**src/rtl/ibex_acc_arbiter_if.sv**
```systemverilog
`default_nettype none
// ============================================================================
// ibex_acc_arbiter_if : requester, accelerator and status bundle of the
// shared-accelerator arbiter. Optional id_mismatch_o with IBEX_ACC_ARB_ID_CHECK_EN.
// Revision: 1.0
// ============================================================================
interface ibex_acc_arbiter_if #(
  parameter int NumReq         = 4,
  parameter int MaxOutstanding = 4,
  parameter int ReqWidth       = 165,
  parameter int RespWidth      = 38
);
  localparam int CntW = $clog2(MaxOutstanding + 1);

  logic [NumReq-1:0]          req_valid_i;
  logic [NumReq-1:0]          req_ready_o;
  logic [NumReq*ReqWidth-1:0] req_i;
  logic                       acc_req_valid_o;
  logic                       acc_req_ready_i;
  logic [ReqWidth-1:0]        acc_req_o;
  logic                       acc_resp_valid_i;
  logic                       acc_resp_ready_o;
  logic [RespWidth-1:0]       acc_resp_i;
  logic [NumReq-1:0]          resp_valid_o;
  logic [NumReq-1:0]          resp_ready_i;
  logic [RespWidth-1:0]       resp_o;
  logic [CntW-1:0]            outstanding_o;
  logic                       spurious_o;
`ifdef IBEX_ACC_ARB_ID_CHECK_EN
  logic                       id_mismatch_o;
`endif

  modport slave (
    input  req_valid_i, req_i, acc_req_ready_i, acc_resp_valid_i, acc_resp_i, resp_ready_i,
`ifdef IBEX_ACC_ARB_ID_CHECK_EN
    output id_mismatch_o,
`endif
    output req_ready_o, acc_req_valid_o, acc_req_o, acc_resp_ready_o, resp_valid_o,
    output resp_o, outstanding_o, spurious_o
  );

  modport master (
    output req_valid_i, req_i, acc_req_ready_i, acc_resp_valid_i, acc_resp_i, resp_ready_i,
`ifdef IBEX_ACC_ARB_ID_CHECK_EN
    input  id_mismatch_o,
`endif
    input  req_ready_o, acc_req_valid_o, acc_req_o, acc_resp_ready_o, resp_valid_o,
    input  resp_o, outstanding_o, spurious_o
  );
endinterface
`default_nettype wire

```
**src/rtl/ibex_acc_arbiter.sv**
```systemverilog
`default_nettype none
// ============================================================================
// ibex_acc_arbiter : round-robin arbiter sharing one accelerator among NumReq
// requesters, in-order response routing. Option: IBEX_ACC_ARB_ID_CHECK_EN.
// Revision: 1.0
// ============================================================================
module ibex_acc_arbiter #(
  parameter int NumReq         = 4,
  parameter int MaxOutstanding = 4,
  parameter int ReqWidth       = 165,
  parameter int RespWidth      = 38
) (
  input  logic              clk_i,
  input  logic              rst_i,
  ibex_acc_arbiter_if.slave bus
);
  localparam int IdxW = $clog2(NumReq);
  localparam int PtrW = $clog2(MaxOutstanding);
  localparam int CntW = $clog2(MaxOutstanding + 1);
  localparam int IdW  = 5;
  // acc_req_t = {addr, id, instr, arg0, arg1, arg2}; acc_resp_t = {id, error, data}
  localparam int ReqIdLsb   = ReqWidth - 32 - IdW;
  localparam int RespIdLsb  = RespWidth - IdW;
  localparam int RespErrBit = RespIdLsb - 1;
  localparam logic [CntW-1:0] MaxCnt = CntW'(MaxOutstanding);

  function automatic logic [IdxW-1:0] wrap_add(input logic [IdxW-1:0] base, input int off);
    int s;
    s = int'(base) + off;
    if (s >= NumReq) s = s - NumReq;
    return IdxW'(s);
  endfunction

  logic [ReqWidth-1:0] req_arr [NumReq];

  for (genvar k = 0; k < NumReq; k++) begin : g_unpack
    assign req_arr[k] = bus.req_i[k*ReqWidth +: ReqWidth];
  end

  logic [IdxW-1:0]     rr_q;
  logic [IdxW-1:0]     winner;
  logic [IdxW-1:0]     cand;
  logic                any_valid;
  logic                slot_valid_q;
  logic [ReqWidth-1:0] slot_q;
  logic                slot_free;
  logic                can_grant;
  logic                push;
  logic                pop;
  logic [NumReq-1:0]   req_ready;

  logic [IdxW-1:0]     fifo_idx_q [MaxOutstanding];
  logic [PtrW-1:0]     wr_ptr_q;
  logic [PtrW-1:0]     rd_ptr_q;
  logic [CntW-1:0]     cnt_q;
  logic                fifo_empty;
  logic [IdxW-1:0]     head_idx;
  logic                head_ready;
  logic [NumReq-1:0]   resp_valid;
  logic                spurious_q;

  // First valid requester at or after rr_q, wrapping modulo NumReq.
  always_comb begin
    winner    = '0;
    cand      = '0;
    any_valid = 1'b0;
    for (int i = 0; i < NumReq; i++) begin
      cand = wrap_add(rr_q, i);
      if (!any_valid && bus.req_valid_i[cand]) begin
        any_valid = 1'b1;
        winner    = cand;
      end
    end
  end

  assign slot_free = !slot_valid_q || bus.acc_req_ready_i;
  assign can_grant = slot_free && (cnt_q < MaxCnt);
  assign push      = any_valid && can_grant;

  always_comb begin
    req_ready = '0;
    if (any_valid && can_grant) req_ready[winner] = 1'b1;
  end

  assign bus.req_ready_o = req_ready;

  always_ff @(posedge clk_i) begin
    if (rst_i) begin
      rr_q         <= '0;
      slot_valid_q <= 1'b0;
      slot_q       <= '0;
    end else if (push) begin
      rr_q         <= wrap_add(winner, 1);
      slot_valid_q <= 1'b1;
      slot_q       <= req_arr[winner];
    end else if (bus.acc_req_ready_i) begin
      slot_valid_q <= 1'b0;
    end
  end

  assign bus.acc_req_valid_o = slot_valid_q;
  assign bus.acc_req_o       = slot_q;

  assign fifo_empty = (cnt_q == '0);
  assign head_idx   = fifo_idx_q[rd_ptr_q];
  assign head_ready = bus.resp_ready_i[head_idx];
  assign pop        = !fifo_empty && bus.acc_resp_valid_i && head_ready;

  always_comb begin
    resp_valid = '0;
    if (!fifo_empty) resp_valid[head_idx] = bus.acc_resp_valid_i;
  end

  assign bus.resp_valid_o = resp_valid;
  // With nothing outstanding the response is swallowed so the accelerator never stalls.
  assign bus.acc_resp_ready_o = fifo_empty ? bus.acc_resp_valid_i : head_ready;

  always_ff @(posedge clk_i) begin
    if (rst_i) begin
      wr_ptr_q   <= '0;
      rd_ptr_q   <= '0;
      cnt_q      <= '0;
      spurious_q <= 1'b0;
    end else begin
      spurious_q <= fifo_empty && bus.acc_resp_valid_i;
      if (push) wr_ptr_q <= wr_ptr_q + 1'b1;
      if (pop)  rd_ptr_q <= rd_ptr_q + 1'b1;
      case ({push, pop})
        2'b10:   cnt_q <= cnt_q + 1'b1;
        2'b01:   cnt_q <= cnt_q - 1'b1;
        default: cnt_q <= cnt_q;
      endcase
    end
  end

  // Storage needs no reset: entries are only read while counted as valid.
  always_ff @(posedge clk_i) begin
    if (push) fifo_idx_q[wr_ptr_q] <= winner;
  end

  assign bus.outstanding_o = cnt_q;
  assign bus.spurious_o    = spurious_q;

`ifdef IBEX_ACC_ARB_ID_CHECK_EN
  logic [IdW-1:0]       fifo_id_q [MaxOutstanding];
  logic                 id_bad;
  logic                 id_mismatch_q;
  logic [RespWidth-1:0] resp;

  always_ff @(posedge clk_i) begin
    if (push) fifo_id_q[wr_ptr_q] <= req_arr[winner][ReqIdLsb +: IdW];
  end

  assign id_bad = !fifo_empty && bus.acc_resp_valid_i &&
                  (bus.acc_resp_i[RespIdLsb +: IdW] != fifo_id_q[rd_ptr_q]);

  always_comb begin
    resp             = bus.acc_resp_i;
    resp[RespErrBit] = bus.acc_resp_i[RespErrBit] | id_bad;
  end

  always_ff @(posedge clk_i) begin
    if (rst_i) id_mismatch_q <= 1'b0;
    else       id_mismatch_q <= pop && id_bad;
  end

  assign bus.resp_o        = resp;
  assign bus.id_mismatch_o = id_mismatch_q;
`else
  assign bus.resp_o = bus.acc_resp_i;
`endif

endmodule
`default_nettype wire
```
**src/flat_wrapper.sv**
```systemverilog
// flat-port wrapper written by rule: the top's interface ports become plain ports
module ibex_acc_arbiter_flat 
#(
  parameter int NumReq         = 4,
  parameter int MaxOutstanding = 4,
  parameter int ReqWidth       = 165,
  parameter int RespWidth      = 38
)
  (clk_i, rst_i, bus_req_valid_i, bus_req_i, bus_acc_req_ready_i, bus_acc_resp_valid_i, bus_acc_resp_i, bus_resp_ready_i, bus_req_ready_o, bus_acc_req_valid_o, bus_acc_req_o, bus_acc_resp_ready_o, bus_resp_valid_o, bus_resp_o, bus_outstanding_o, bus_spurious_o);
  ibex_acc_arbiter_if #(.NumReq(NumReq), .MaxOutstanding(MaxOutstanding), .ReqWidth(ReqWidth), .RespWidth(RespWidth)) bus_i ();
  input  logic clk_i;
  input  logic rst_i;
  input wire logic [$bits(bus_i.req_valid_i)-1:0] bus_req_valid_i;
  input wire logic [$bits(bus_i.req_i)-1:0] bus_req_i;
  input wire logic [$bits(bus_i.acc_req_ready_i)-1:0] bus_acc_req_ready_i;
  input wire logic [$bits(bus_i.acc_resp_valid_i)-1:0] bus_acc_resp_valid_i;
  input wire logic [$bits(bus_i.acc_resp_i)-1:0] bus_acc_resp_i;
  input wire logic [$bits(bus_i.resp_ready_i)-1:0] bus_resp_ready_i;
  output wire logic [$bits(bus_i.req_ready_o)-1:0] bus_req_ready_o;
  output wire logic [$bits(bus_i.acc_req_valid_o)-1:0] bus_acc_req_valid_o;
  output wire logic [$bits(bus_i.acc_req_o)-1:0] bus_acc_req_o;
  output wire logic [$bits(bus_i.acc_resp_ready_o)-1:0] bus_acc_resp_ready_o;
  output wire logic [$bits(bus_i.resp_valid_o)-1:0] bus_resp_valid_o;
  output wire logic [$bits(bus_i.resp_o)-1:0] bus_resp_o;
  output wire logic [$bits(bus_i.outstanding_o)-1:0] bus_outstanding_o;
  output wire logic [$bits(bus_i.spurious_o)-1:0] bus_spurious_o;
  assign bus_i.req_valid_i = bus_req_valid_i;
  assign bus_i.req_i = bus_req_i;
  assign bus_i.acc_req_ready_i = bus_acc_req_ready_i;
  assign bus_i.acc_resp_valid_i = bus_acc_resp_valid_i;
  assign bus_i.acc_resp_i = bus_acc_resp_i;
  assign bus_i.resp_ready_i = bus_resp_ready_i;
  assign bus_req_ready_o = bus_i.req_ready_o;
  assign bus_acc_req_valid_o = bus_i.acc_req_valid_o;
  assign bus_acc_req_o = bus_i.acc_req_o;
  assign bus_acc_resp_ready_o = bus_i.acc_resp_ready_o;
  assign bus_resp_valid_o = bus_i.resp_valid_o;
  assign bus_resp_o = bus_i.resp_o;
  assign bus_outstanding_o = bus_i.outstanding_o;
  assign bus_spurious_o = bus_i.spurious_o;
  ibex_acc_arbiter #(.NumReq(NumReq), .MaxOutstanding(MaxOutstanding), .ReqWidth(ReqWidth), .RespWidth(RespWidth)) u_core (.clk_i(clk_i), .rst_i(rst_i), .bus(bus_i));
endmodule
```
**config.mk**
```make
export PLATFORM = sky130hd
export DESIGN_NAME = ibex_acc_arbiter_flat
export DESIGN_NICKNAME = d
export VERILOG_FILES = /design/src/rtl/ibex_acc_arbiter_if.sv /design/src/rtl/ibex_acc_arbiter.sv /design/src/flat_wrapper.sv
export SDC_FILE = /design/constraint.sdc
export NUM_CORES = 1
export LEC_CHECK = 0
export ABC_AREA = 1
export BUFFER_PORTS_ARGS = -buffer_cell sky130_fd_sc_hd__buf_2
export CAP_MARGIN = 20
export CORE_AREA = 2 2 357 359
export DETAILED_ROUTE_END_ITERATION = 7
export DIE_AREA = 0 0 359 361
export GPL_TIMING_DRIVEN = 0
export PLACE_DENSITY = 0.33
export SYNTH_ARGS = -nofsm -noshare
export SYNTH_HDL_FRONTEND = slang
export SYNTH_SLANG_ARGS = --single-unit
export TNS_END_PERCENT = 50
```
**constraint.sdc**
```tcl
create_clock -name clk_i -period 2.45 [get_ports clk_i]
set_clock_uncertainty 0.05 [all_clocks]
set_input_delay 0.245 -clock clk_i [delete_from_list [all_inputs] [get_ports clk_i]]
set_output_delay 0.245 -clock clk_i [all_outputs]
set_load 0.05 [all_outputs]
```
==> flow_summary_export.csv <==
group,metric,value,unit
logic_synthesis,synth_cells,3101,
sta,min_period,2.70,ns
sta,tightest_slew,0.884,ns
logic_synthesis,netlist_area,16800,sq um
clock_tree,insertion_delay,0.50,ns
grt,grt_start_max_net_pins,18,
logic_synthesis,syn_avg_cell_area,5.41,sq um
floorplanning,start_util,13.4,%
outcome,status,"finished with violations",
route,drtIter0Drc,1412,
sta,max-slew-margin-rel,41.1,%
worst_setup_path,required,2.15,ns
grt,grt_use_total,18.2,%
logic_synthesis,yosysUniqueCellTypes,25,
logic_synthesis,synth_nets,3821,
floorplanning,die_area,130000,sq um
sta,fmax,0.370,GHz
worst_setup_path,timing.rr.start,"u_core.rr_q[0]",
place,io_buffers,887,
worst_setup_path,arrival,2.41,ns
clock_tree,cts_inserted_buffers,17,
logic_synthesis,synth_flop_cell,"dfxtp_1",
route,wirelength,125000,um
run,maxCapViolCount,0,
route,via_per_inst,4.03,
layout,finalNetCount,4833,
layout,post-route-util,22.6,%
worst_setup_path,r2r_slack,-0.20,ns
grt,use_met2,31.0,%
worst_hold_path,hp-class,"in2reg",
power_and_ir_drop,leakagePower,17.3,nW
layout,layout_commonest_cell,"buf_2",
sta,rsz0062_at_grt,"true",
floorplanning,rows,130,
grt,grt_overflow,0,
layout,drive_above_1_share,38.9,%
power_and_ir_drop,vdd_drop_max,661,uV
worst_setup_path,start_kind,"register",
clock_tree,cts_max_level,4,
clock_tree,clk_pin_slew,0.09,ns
worst_setup_path,r2r_cells,21,
clock_tree,cts_tree,"yes",
grt,met3_usage,3.86,%
grt,grtUsageMet1,22.6,%
worst_hold_path,min_to,"u_core.bus.acc_req_o[72]",
floorplanning,dieHeight,361,um
worst_setup_path,timing.rr.end,"u_core.bus.acc_req_o[13]",
place,place_ws,-1.05,ns
logic_synthesis,seq_area_frac_synth,22.7,%
logic_synthesis,ys_seq_elements,186,
sta,setup_ws,-0.251,ns
route,drc_errors,0,
grt,grt_pass1_wl,167000,um
place,dp_cells,5639,
worst_hold_path,min_from,"bus_req_i[402]",
route,wl_per_cell,21.6,um
place,place_congestion,0.886,
floorplanning,die_x,359,um
logic_synthesis,synth_warnings,0,
place,post-dp-hpwl,98600,um
floorplanning,pin_count,927,
grt,busiest_layer,"met2",
logic_synthesis,synth_edf_count,8,
power_and_ir_drop,p_total,0.0559,W
power_and_ir_drop,cellPowerDensity,1970,nW/um^2
route,ant_nets,0,
logic_synthesis,async_flop_share,0,%
layout,fill_cells,14900,
clock_tree,clockBufferDepth,2,
sta,hold_viol,0,
sta,holdWs,0.0812,ns
grt,antenna_found_initial,24,
clock_tree,root_buffer,"clkbuf_16",
outcome,violations,"setup timing",
worst_hold_path,min_path_cells,7,
route,dr.pass1.iters,7,
floorplanning,core_area,125000,sq um
worst_setup_path,cp-end-kind,"output port",
layout,final_cells,5796,
layout,area_growth,69.2,%
worst_setup_path,path_max_fanout,5,
layout,final_cell_mix,"buf_2, inv_1, nand2_1",
grt,first_global_vias,22900,
route,dr_total_vias,23400,
worst_setup_path,critPathKind,"reg2out",
clock_tree,clock_sinks,186,
sta,slew_violations,0,
sta,period_share,110,%
sta,setup_viol,128,
## worst max-delay path, stage by stage, from the launching register on
cell	delay, ns
dfxtp_4	0.39
buf_8	0.15
nand2_4	0.07
nand3_4	0.09
nand2_4	0.06
nor2_4	0.18
nand3_4	0.16
nand3_4	0.14
buf_12	0.12
clkinvlp_4	0.13
ha_4	0.19
inv_2	0.04
nor2_2	0.03
buf_6	0.14
## stage by stage
step	cell area, sq um	setup TNS, ns
6_report	28400	-9.28
2_1_floorplan	16800	-0.283
3_3_place_gp	23300	-136.87
5_1_grt	28400	-30.25
3_5_place_dp	23300	-113.64
4_1_cts	25900	-13.90
## Yosys cell counts (3+ instances only)
library cell	instances	area share (%)
edfxtp_1	8	1.4
buf_4	52	2.3
a21oi_1	11	0.33
nor2_1	354	7.9
ha_1	9	0.67
nor3_1	3	0.089
clkbuf_1	59	1.3
nand2_1	549	12
buf_2	154	4.6
buf_1	10	0.22
o21ai_0	10	0.30
nand3_1	503	15
dfxtp_1	178	21
nand4_1	331	12
inv_1	854	19
inv_2	4	0.089
## state kept, by name, summed over array words and instances (netlist names), named ones only
signal	cells
u_core.rd_ptr_q	2
u_core.bus.acc_req_o	165
u_core.bus.spurious_o	1
u_core.wr_ptr_q	2
u_core.fifo_idx_q	8
u_core.rr_q	2
u_core.bus.outstanding_o	3
u_core.bus.acc_req_valid_o	1
## timing repair
item	CTS	global route
hold buffers	2	0
endpoints found under the hold margin	2	0
buffers inserted	47	37
gates resized for setup	364	457
cloned	10	15
setup endpoints to repair	181	173
pin swaps	25	138
## where the power goes
group | internal [W] | switching [W]
clock network | 0.00173 | 0.00157
registers | 0.00448 | 0.000747
logic | 0.0174 | 0.0300
total | 0.0236 | 0.0323
## worst max path at each step
| stage | startpoint | endpoint | slack [ns] | cells past startpoint |
|---|---|---|---|---|
| detailed placement | u_core.rr_q[1] | u_core.bus.acc_req_o[55] | -1.05 | 15 |
| global route | u_core.rr_q[0] | bus_req_ready_o[0] | -0.38 | 13 |
| finish | u_core.rr_q[0] | bus_req_ready_o[3] | -0.25 | 13 |
| floorplan | u_core.rr_q[0] | bus_req_ready_o[3] | -0.12 | 13 |
| CTS | u_core.rr_q[0] | bus_req_ready_o[3] | -0.32 | 14 |
| global placement | u_core.rr_q[1] | u_core.bus.acc_req_o[55] | -1.08 | 15 |
## layer usage
metal  vias up  share of wire (%)  routed length [um]
met1     10900                 43               54000
met2       795                 48               60200
met5         -              0.038                  48
met4         8                2.7                3340
met3       116                6.0                7450
li1      11500                  -                   -
## final cells by class
class	count	area, sq um	area share, %
Multi-Input combinational cell	1782	10000	35.4
Antenna cell	21	52.6	0.185
Clock inverter	12	188	0.661
Buffer	272	2390	8.43
Timing Repair Buffer	996	6150	21.7
Clock buffer	19	433	1.53
Sequential cell	186	3820	13.4
Inverter	858	3250	11.4
Tap cell	1650	2060	7.27
## cell families (layout without fill, tap and decap cells)
| logic type | Yosys count | count (layout) | share of synthesized area, % |
|---|---|---|---|
| and+or+nand+nor | 1746 | 1746 | 48.0 |
| xor gates and xnor gates | 2 | 2 | 0.104 |
| DFF | 186 | 186 | 22.7 |
| adders and majority gates | 10 | 10 | 0.791 |
| other | 0 | 21 | 0 |
| AOI/OAI and AO/OA | 24 | 24 | 0.746 |
| buffers and inverters | 1133 | 2157 | 27.7 |
Power figures use the tool's default switching activity.
